### config.mk
export PLATFORM = sky130hd
export DESIGN_NAME = multi_digit_adder_display
export DESIGN_NICKNAME = d
export VERILOG_FILES = /design/src/rtl/display_pkg.sv /design/src/rtl/scan_driver.sv /design/src/rtl/multi_digit_adder_display.sv
export SDC_FILE = /design/constraint.sdc
export NUM_CORES = 1
export LEC_CHECK = 0
export BUFFER_PORTS_ARGS = -buffer_cell sky130_fd_sc_hd__buf_2
export CAP_MARGIN = 10
export CORE_MARGIN = 5
export CORE_UTILIZATION = 50
export DETAILED_ROUTE_END_ITERATION = 10
export PLACE_DENSITY = 0.7
export RECOVER_POWER = 50
export SYNTH_ARGS = -nofsm -noshare
export SYNTH_HDL_FRONTEND = slang
export SYNTH_SLANG_ARGS = --single-unit
### constraint.sdc
create_clock -name clk -period 4.2 [get_ports clk]
set_clock_uncertainty 0.2 [all_clocks]
set_input_delay 0.84 -clock clk [delete_from_list [all_inputs] [get_ports clk]]
set_output_delay 0.84 -clock clk [all_outputs]
set_load 0.05 [all_outputs]
### src/rtl/display_pkg.sv
// Shared constants and helpers for the adder display: the active-low hex glyph table,
// the nibble decoder, and the legal-parameter predicate checked at elaboration.
package display_pkg;

    localparam logic [6:0] SEG_BLANK = 7'h7F;

    // Active-low {g,f,e,d,c,b,a}; entry n is the glyph for hex digit n.
    localparam logic [15:0][6:0] SEG_HEX = {
        7'h0E, 7'h06, 7'h21, 7'h46, 7'h03, 7'h08, 7'h10, 7'h00,
        7'h78, 7'h02, 7'h12, 7'h19, 7'h30, 7'h24, 7'h79, 7'h40
    };

    function automatic logic [6:0] nibble_to_seg(input logic [3:0] nib);
        return SEG_HEX[nib];
    endfunction

    function automatic bit params_ok(input int width, input int digits, input int div);
        return (width >= 4) && (width % 4 == 0) && (digits >= width / 4) && (div >= 2);
    endfunction

endpackage

### src/rtl/scan_driver.sv
// Time-multiplexed digit scan: divider, digit index, leading-zero blanking and the
// registered seg/an outputs that always change together.
module scan_driver
    import display_pkg::*;
#(
    parameter int WIDTH       = 8,
    parameter int DIGITS      = 4,
    parameter int REFRESH_DIV = 100000
) (
    input  logic              clk,
    input  logic              reset,
    input  logic [WIDTH-1:0]  result_i,
    input  logic              valid_i,
    output logic [6:0]        seg_o,
    output logic [DIGITS-1:0] an_o
);

    localparam int NIB   = WIDTH / 4;
    localparam int DIV_W = (REFRESH_DIV > 1) ? $clog2(REFRESH_DIV) : 1;
    localparam int IDX_W = (DIGITS > 1) ? $clog2(DIGITS) : 1;

    logic [DIV_W-1:0]  div_q, div_d;
    logic [IDX_W-1:0]  idx_q, idx_d;
    logic [6:0]        seg_q, seg_d;
    logic [DIGITS-1:0] an_q, an_d;
    logic [NIB-1:0]    show;

    // A digit is lit only if some nibble at or above it is nonzero; digit 0 always is.
    for (genvar i = 0; i < NIB; i++) begin : g_lz
        if (i == 0) begin : g_d0
            assign show[i] = 1'b1;
        end else begin : g_dn
            assign show[i] = |result_i[WIDTH-1:4*i];
        end
    end

    always_comb begin
        div_d = div_q + 1'b1;
        idx_d = idx_q;
        if (div_q == DIV_W'(REFRESH_DIV - 1)) begin
            div_d = '0;
            idx_d = (idx_q == IDX_W'(DIGITS - 1)) ? '0 : idx_q + 1'b1;
        end
    end

    always_comb begin
        seg_d = SEG_BLANK;
        an_d  = '1;
        if (valid_i) begin
            for (int i = 0; i < NIB; i++) begin
                if (idx_q == IDX_W'(i) && show[i]) begin
                    an_d[i] = 1'b0;
                    seg_d   = nibble_to_seg(result_i[4*i +: 4]);
                end
            end
        end
    end

    always_ff @(posedge clk or posedge reset) begin
        if (reset) begin
            div_q <= '0;
            idx_q <= '0;
            seg_q <= SEG_BLANK;
            an_q  <= '1;
        end else begin
            div_q <= div_d;
            idx_q <= idx_d;
            seg_q <= seg_d;
            an_q  <= an_d;
        end
    end

    assign seg_o = seg_q;
    assign an_o  = an_q;

endmodule

### src/rtl/multi_digit_adder_display.sv
// Registered adder/subtractor: operands captured on load, result computed one edge
// later, then shown on a multiplexed hex display with carry and signed overflow flags.
module multi_digit_adder_display
    import display_pkg::*;
#(
    parameter int WIDTH       = 8,
    parameter int DIGITS      = 4,
    parameter int REFRESH_DIV = 100000
) (
    input  logic              clk,
    input  logic              reset,
    input  logic [WIDTH-1:0]  a,
    input  logic [WIDTH-1:0]  b,
    input  logic              sub,
    input  logic              load,
    output logic [6:0]        seg,
    output logic [DIGITS-1:0] an,
    output logic              carry,
    output logic              overflow,
    output logic              valid
);

    if (!params_ok(WIDTH, DIGITS, REFRESH_DIV)) begin : g_param_check
        $error("multi_digit_adder_display: illegal WIDTH/DIGITS/REFRESH_DIV");
    end

    logic [WIDTH-1:0] opa_q, opb_q, res_q;
    logic             sub_q, pend_q, carry_q, ovf_q, valid_q;
    logic [WIDTH-1:0] opb_eff;
    logic [WIDTH:0]   sum_d;
    logic             ovf_d;

    // Subtract is A + ~B + 1, so carry-out doubles as "no borrow".
    assign opb_eff = sub_q ? ~opb_q : opb_q;
    assign sum_d   = {1'b0, opa_q} + {1'b0, opb_eff} + (WIDTH + 1)'(sub_q);
    assign ovf_d   = (opa_q[WIDTH-1] == opb_eff[WIDTH-1]) && (sum_d[WIDTH-1] != opa_q[WIDTH-1]);

    always_ff @(posedge clk or posedge reset) begin
        if (reset) begin
            opa_q   <= '0;
            opb_q   <= '0;
            sub_q   <= 1'b0;
            pend_q  <= 1'b0;
            res_q   <= '0;
            carry_q <= 1'b0;
            ovf_q   <= 1'b0;
            valid_q <= 1'b0;
        end else begin
            if (load) begin
                opa_q <= a;
                opb_q <= b;
                sub_q <= sub;
            end
            pend_q <= load;
            if (pend_q) begin
                res_q   <= sum_d[WIDTH-1:0];
                carry_q <= sum_d[WIDTH];
                ovf_q   <= ovf_d;
                valid_q <= 1'b1;
            end
        end
    end

    scan_driver #(
        .WIDTH      (WIDTH),
        .DIGITS     (DIGITS),
        .REFRESH_DIV(REFRESH_DIV)
    ) u_scan (
        .clk     (clk),
        .reset   (reset),
        .result_i(res_q),
        .valid_i (valid_q),
        .seg_o   (seg),
        .an_o    (an)
    );

    assign carry    = carry_q;
    assign overflow = ovf_q;
    assign valid    = valid_q;

endmodule

-- Word-level counts from Yosys, hierarchy flattened
Memory sizes are Yosys's and may differ from the RTL's.
Cells that the tools add are included.
- register bits: 57
- bits in read-only memories: 224
- input port bits: 20
- output and inout port bits: 14
- word-level logic and storage cells: 41
- memories: 2
- add/subtract/negate cells: 4
- order comparisons: 2
- equal/unequal tests: 5
- muxes and demuxes: 11
- bitwise logic cells: 1
- reductions and logical operators: 4
- memory list (memory ; depth ; width ; read ports ; clocked after Yosys merged registers in ; wr ports ; line ; RTL):
    (name not given) ; 16 ; 7 ; 1 ; 0 ; 0 ; display_pkg.sv:14 ; return SEG_HEX[nib];
    (name not given) ; 16 ; 7 ; 1 ; 0 ; 0 ; display_pkg.sv:14 ;
- operator list (operator ; count):
    two-way mux 7 bit ; 5
    adder 17 x 1 -> 17 bit (second input constant) ; 1
    == test 17 bit (second input constant) ; 1
    two-way mux 17 bit ; 1
    < comparator 4 x 5 -> 1 bit (second input constant) ; 2
    adder 8 x 8 -> 9 bit ; 1
    adder 9 x 1 -> 9 bit ; 1
    two-way mux 8 bit ; 1
    inverter 8 bit ; 1
    two-way mux 2 bit ; 2
    OR reduction 4 bit ; 1
    adder 2 x 1 -> 2 bit (second input constant) ; 1
    == test 2 x 1 -> 1 bit (second input constant) ; 1
    == test 2 bit (second input constant) ; 1
    logical AND 1 bit ; 2
    zero test 2 bit ; 1
    two-way mux 1 bit ; 2
    == test 1 bit ; 1
    inequality test 1 bit ; 1

-- Logic depth before layout (Yosys ltp)
- depth in word-level cells: 6
- depth in mapped cells: 9
- gate-level depth less buffers: 8

-- Cells and area by module
A second synthesis with hierarchy kept.
- cell total of the unflattened synthesis: 292
- area total of the unflattened synthesis: 3293.2 um^2
- by module, submodules not included (module ; times used ; cells each ; area each (um^2) ; sequential area each (um^2)):
    scan_driver ; 1 ; 178 ; 1841.8 ; 711.9
    multi_digit_adder_display ; 1 ; 114 ; 1451.4 ; 725.7

-- Worst setup path after synthesis
OpenSTA, ideal clock, no wires.
- path type: register to register
- start point: register sub_q
- end point: register res_q[6]
- library setup time: 0.064 ns
- arrival: 1.894 ns
- data required time: 3.936 ns
- path slack: 2.042 ns
- stages on the path, launching flop included: 9
- buffers on the path: 1
- clock period less this slack: 2.158 ns
- cells stage by stage: dfrtp_1 -> buf_6 -> xor2_1 -> ha_1 -> nor2b_1 -> o31a_1 -> o31a_1 -> a211oi_1 -> a21o_1
- word-level cells in the longest chain between the ends: 3
- RTL lines (item ; line ; RTL):
    start: declaration ; multi_digit_adder_display.sv:28 ; logic sub_q, pend_q, carry_q, ovf_q, valid_q;
    start signal: assignment ; multi_digit_adder_display.sv:52 ; sub_q <= sub;
    two-way mux 8 bit ; multi_digit_adder_display.sv:34 ; assign opb_eff = sub_q ? ~opb_q : opb_q;
    adder 8 x 8 -> 9 bit ; multi_digit_adder_display.sv:35 ; assign sum_d = {1'b0, opa_q} + {1'b0, opb_eff} + (WIDTH + 1)'(sub_q);
    adder 9 x 1 -> 9 bit (*) ; multi_digit_adder_display.sv:35 ;
    end signal: assignment ; multi_digit_adder_display.sv:56 ; res_q <= sum_d[WIDTH-1:0];
    end: declaration ; multi_digit_adder_display.sv:27 ; logic [WIDTH-1:0] opa_q, opb_q, res_q;
Every way passes the cells marked *; elsewhere a longest branch is shown, timed or not.
A chain may end at the register's enable or synchronous reset.

-- Worst setup path after layout
- start point: register sub_q
- end point: register carry_q, in the netlist carry
- word-level cells in the longest chain between the ends: 3
- RTL lines (item ; line ; RTL):
    two-way mux 8 bit ; multi_digit_adder_display.sv:34 ;
    adder 8 x 8 -> 9 bit ; multi_digit_adder_display.sv:35 ;
    adder 9 x 1 -> 9 bit (*) ; multi_digit_adder_display.sv:35 ;
    end signal: assignment ; multi_digit_adder_display.sv:57 ; carry_q <= sum_d[WIDTH];
    end: declaration ; multi_digit_adder_display.sv:28 ;
Marks and branches as above.

==> metrics.txt <==
# TYPE chip_impl_metric gauge
chip_impl_metric{name="initialDrtViolationCount",unit=""} 80
chip_impl_info{name="timing.critical_path.slowest_stage_cell",value="sky130_fd_sc_hd__dfrtp_1"} 1
chip_impl_metric{name="grt_pass1_wl",unit="um"} 9900
chip_impl_metric{name="synth_simple_gate_area_frac",unit=""} 0.138
chip_impl_metric{name="worst-path-max-fanout",unit=""} 9
chip_impl_info{name="synth_commonest_cells",value="sky130_fd_sc_hd__dfrtp_1, sky130_fd_sc_hd__nand2_1, sky130_fd_sc_hd__nor2_1"} 1
chip_impl_metric{name="postCtsHoldBufs",unit=""} 0
chip_impl_info{name="crit_path_start",value="sub_q"} 1
chip_impl_metric{name="grt_usage",unit=""} 0.148
chip_impl_metric{name="clock_sink_total",unit=""} 57
chip_impl_metric{name="report.final.hold_viol_count",unit=""} 0
chip_impl_metric{name="placement.io_buffers",unit=""} 31
chip_impl_metric{name="finalSetupTns",unit="ps"} 0
chip_impl_info{name="critical_path.most_common_cell",value="sky130_fd_sc_hd__o31a_1"} 1
chip_impl_metric{name="core_area",unit="um2"} 6280
chip_impl_info{name="grt_setup_unrepaired",value="no"} 1
chip_impl_info{name="run_status",value="completed"} 1
chip_impl_metric{name="synth_top_area_share",unit=""} 0.376
chip_impl_metric{name="clk_path_buf_depth",unit=""} 2
chip_impl_metric{name="clock_tree.htree_level_count",unit=""} 3
chip_impl_metric{name="cts_resized",unit=""} 0
chip_impl_metric{name="area.sequential",unit="um2"} 1440
chip_impl_metric{name="insertion_delay",unit="ps"} 340
chip_impl_metric{name="post-route-min-period",unit="ps"} 2370
chip_impl_info{name="cell_with_the_most_instances_after_synthesis",value="sky130_fd_sc_hd__dfrtp_1"} 1
chip_impl_metric{name="synthArstFlopShare",unit=""} 1.00
chip_impl_info{name="synth_top_cells_by_area",value="sky130_fd_sc_hd__dfrtp_1, sky130_fd_sc_hd__ha_1, sky130_fd_sc_hd__dfstp_2"} 1
chip_impl_metric{name="fp.dieArea",unit="um2"} 8100
chip_impl_metric{name="synth.ff_latch_count",unit=""} 57
chip_impl_metric{name="place_congestion",unit=""} 0.826
chip_impl_metric{name="final_layout_size_suffix_gt1_frac",unit=""} 0.245
chip_impl_metric{name="drtPass1Iterations",unit=""} 4
chip_impl_metric{name="synth_mux_area_frac",unit=""} 0.0884
chip_impl_metric{name="place.detailed.hpwl",unit="um"} 4080
chip_impl_metric{name="initial_cell_density_of_the_core",unit=""} 0.509
chip_impl_metric{name="fin_total_pwr",unit="mW"} 1.92
chip_impl_info{name="timing.hold.worst.start",value="overflow"} 1
chip_impl_info{name="cts_tree",value="done"} 1
chip_impl_metric{name="max_cap_viol_count",unit=""} 0
chip_impl_metric{name="detail_route.drc_violations",unit=""} 0
chip_impl_info{name="cp_cell_sequence",value="xor2_1, ha_1, nor2b_1, o31a_1, o31a_1, o21ai_0, a31oi_1"} 1
chip_impl_metric{name="synthCells",unit=""} 309
chip_impl_metric{name="timing.max_slew.rel_slack",unit=""} 0.323
chip_impl_metric{name="grt_remaining_overflow",unit=""} 0
chip_impl_metric{name="synth_sequential_area_ratio",unit=""} 0.450
chip_impl_metric{name="synthXorXnorAreaFrac",unit=""} 0.0712
chip_impl_metric{name="p_leak",unit="nW"} 1.63
chip_impl_metric{name="cpPeakStageDelay",unit="ps"} 530
chip_impl_metric{name="grt_antenna_before_repair",unit=""} 0
chip_impl_metric{name="vdd.ir_drop.worst",unit="mV"} 0.347
chip_impl_info{name="reg2reg_from",value="sub_q"} 1
chip_impl_metric{name="synth_compound_area_frac",unit=""} 0.117
chip_impl_metric{name="cp.arrival",unit="ps"} 2370
chip_impl_metric{name="routed_via_density",unit=""} 5.30
chip_impl_metric{name="die_extent_in_y",unit="um"} 90.0
chip_impl_metric{name="nets",unit=""} 382
chip_impl_metric{name="power_per_cell_area",unit="nW/um2"} 539
chip_impl_metric{name="final_antenna_diode_count",unit=""} 0
chip_impl_metric{name="dp_worst_setup_slack",unit="ps"} 1840
chip_impl_info{name="root_buffer",value="sky130_fd_sc_hd__clkbuf_8"} 1
chip_impl_metric{name="final_core_util",unit=""} 0.567
chip_impl_metric{name="setup_slack",unit="ps"} 1830
chip_impl_metric{name="post_synth_instance_area",unit="um2"} 3200
chip_impl_metric{name="timing.hold.ws",unit="ps"} 286
chip_impl_metric{name="tritoncts.num_buffers",unit=""} 9
chip_impl_metric{name="area_growth_syn_to_layout",unit="%"} 11.3
chip_impl_metric{name="route.antenna.remaining_nets",unit=""} 0
chip_impl_info{name="crit_path_start_kind",value="flop"} 1
chip_impl_info{name="timing.critical_path.to_type",value="flop"} 1
chip_impl_info{name="critical_path_class",value="reg -> reg"} 1
chip_impl_metric{name="route.detailed.wl_per_inst",unit="um"} 13.1
chip_impl_metric{name="fmaxAchievable",unit="MHz"} 422
chip_impl_metric{name="area_share_of_fa_ha_maj_cells_after_synthesis",unit=""} 0.0962
chip_impl_metric{name="clkSlewWorstSetupHoldPaths",unit="ps"} 60
chip_impl_info{name="worstHoldPathType",value="reg -> reg"} 1
chip_impl_metric{name="count_of_flip_flops_with_a_built_in_enable_after_synthesis",unit=""} 0
chip_impl_metric{name="pin_count",unit=""} 34
chip_impl_metric{name="multiInputGateArea",unit="um2"} 1640
chip_impl_metric{name="post-route-period-util",unit=""} 0.565
chip_impl_metric{name="synth.lib_cells_used.distinct",unit=""} 50
chip_impl_metric{name="die_w",unit="um"} 90.0
chip_impl_metric{name="timing.final.max_slew_violations",unit=""} 0
chip_impl_metric{name="rows",unit=""} 29
chip_impl_metric{name="pin_count_of_the_biggest_net_entering_global_routing",unit=""} 31
chip_impl_metric{name="fillers",unit=""} 570
chip_impl_metric{name="max_slew.worst_pin.slew",unit="ps"} 1010
chip_impl_info{name="synth.largest_area_cell",value="sky130_fd_sc_hd__dfrtp_1"} 1
chip_impl_metric{name="cts_setup_buffers",unit=""} 0
chip_impl_metric{name="cp_data_required_time",unit="ps"} 4200
chip_impl_metric{name="yosys_warnings",unit=""} 0
chip_impl_info{name="synth_top_family_by_area",value="simple AND/OR/NAND/NOR gates"} 1
chip_impl_metric{name="setup_violations",unit=""} 0
chip_impl_metric{name="post_synth.cell_area_avg",unit="um2"} 10.3
chip_impl_metric{name="number_of_global_route_vias_before_repair",unit=""} 2234
chip_impl_metric{name="routed_wl",unit="um"} 5480
chip_impl_info{name="synth-main-ff-cell",value="sky130_fd_sc_hd__dfrtp_1"} 1
chip_impl_metric{name="dr_total_vias",unit=""} 2227
area by class of cell:
type                    instances  area share
well taps                      77      0.0271
clock buffers                  11      0.0425
clock inverters                 5     0.00844
multi-input cells             226       0.460
repair buffers                 32      0.0453
inverters                      12      0.0127
flip-flops and latches         57       0.404
cells by family (layout without fill, tap and decap cells):
| family | count (synthesis) | count (layout) |
|---|---|---|
| simple gates | 90 | 90 |
| compound gates | 59 | 59 |
| flops | 57 | 57 |
| buf+inv | 27 | 60 |
| xor+xnor | 26 | 26 |
| mux | 25 | 25 |
| fa+ha+maj | 24 | 24 |
| other cells | 1 | 2 |
registers in the layout, indices dropped and copies added (netlist names):
signal and cells:
carry 1, opa_q 8, opb_q 8, overflow 1
pend_q 1, res_q 8, sub_q 1, u_scan.an_o 2
u_scan.div_q 17, u_scan.idx_q 2, u_scan.seg_o 7, valid 1
final timing paths:
path	to	slack (ps)	cells after the start
max	carry	1830	7
min	overflow	290	2
max reg2reg	carry	1830	7
min reg2reg	overflow	290	2
max in group asynchronous	u_scan.seg_o[0]	2270	3
min in group asynchronous	u_scan.div_q[0]	540	2
layer usage:
metal,global-route usage,up-vias,share of wire
li1,-,1128,-
met1,0.188,1051,0.47
met2,0.235,41,0.47
met3,0.0492,7,0.044
met4,0.0558,0,0.012
met5,0,-,0
cell usage in the layout, fill, tap and decap left out, drive strengths merged, types with 9 or more instances in the layout:
cell type,count
nand2,25
mux2,20
nor2,24
o21ai,23
clkbuf,12
buf,31
dfstp,9
a21oi,11
ha,23
inv,12
xnor2,10
xor2,16
dfrtp,48
metrics by stage:
step	instance area, um2	std cells
after floorplan	3200	310
after global placement	3380	404
after detailed placement	3380	404
after CTS	3570	420
after global routing	3560	420
final	3560	420
critical path: cells and delay by family (launching register included):
family	cells	cell delay [ps]
and+or+nand+nor	1	160
adders and majority gates	1	350
AOI/OAI and AO/OA	4	790
DFF	1	530
xor gates and xnor gates	1	220
report_power, final:
group	internal [mW]	total, mW	switching [mW]
Sequential	0.656	0.775	0.119
Clock	0.242	0.462	0.219
Combinational	0.278	0.683	0.405
Note: power is estimated with default switching activity, not from simulation.
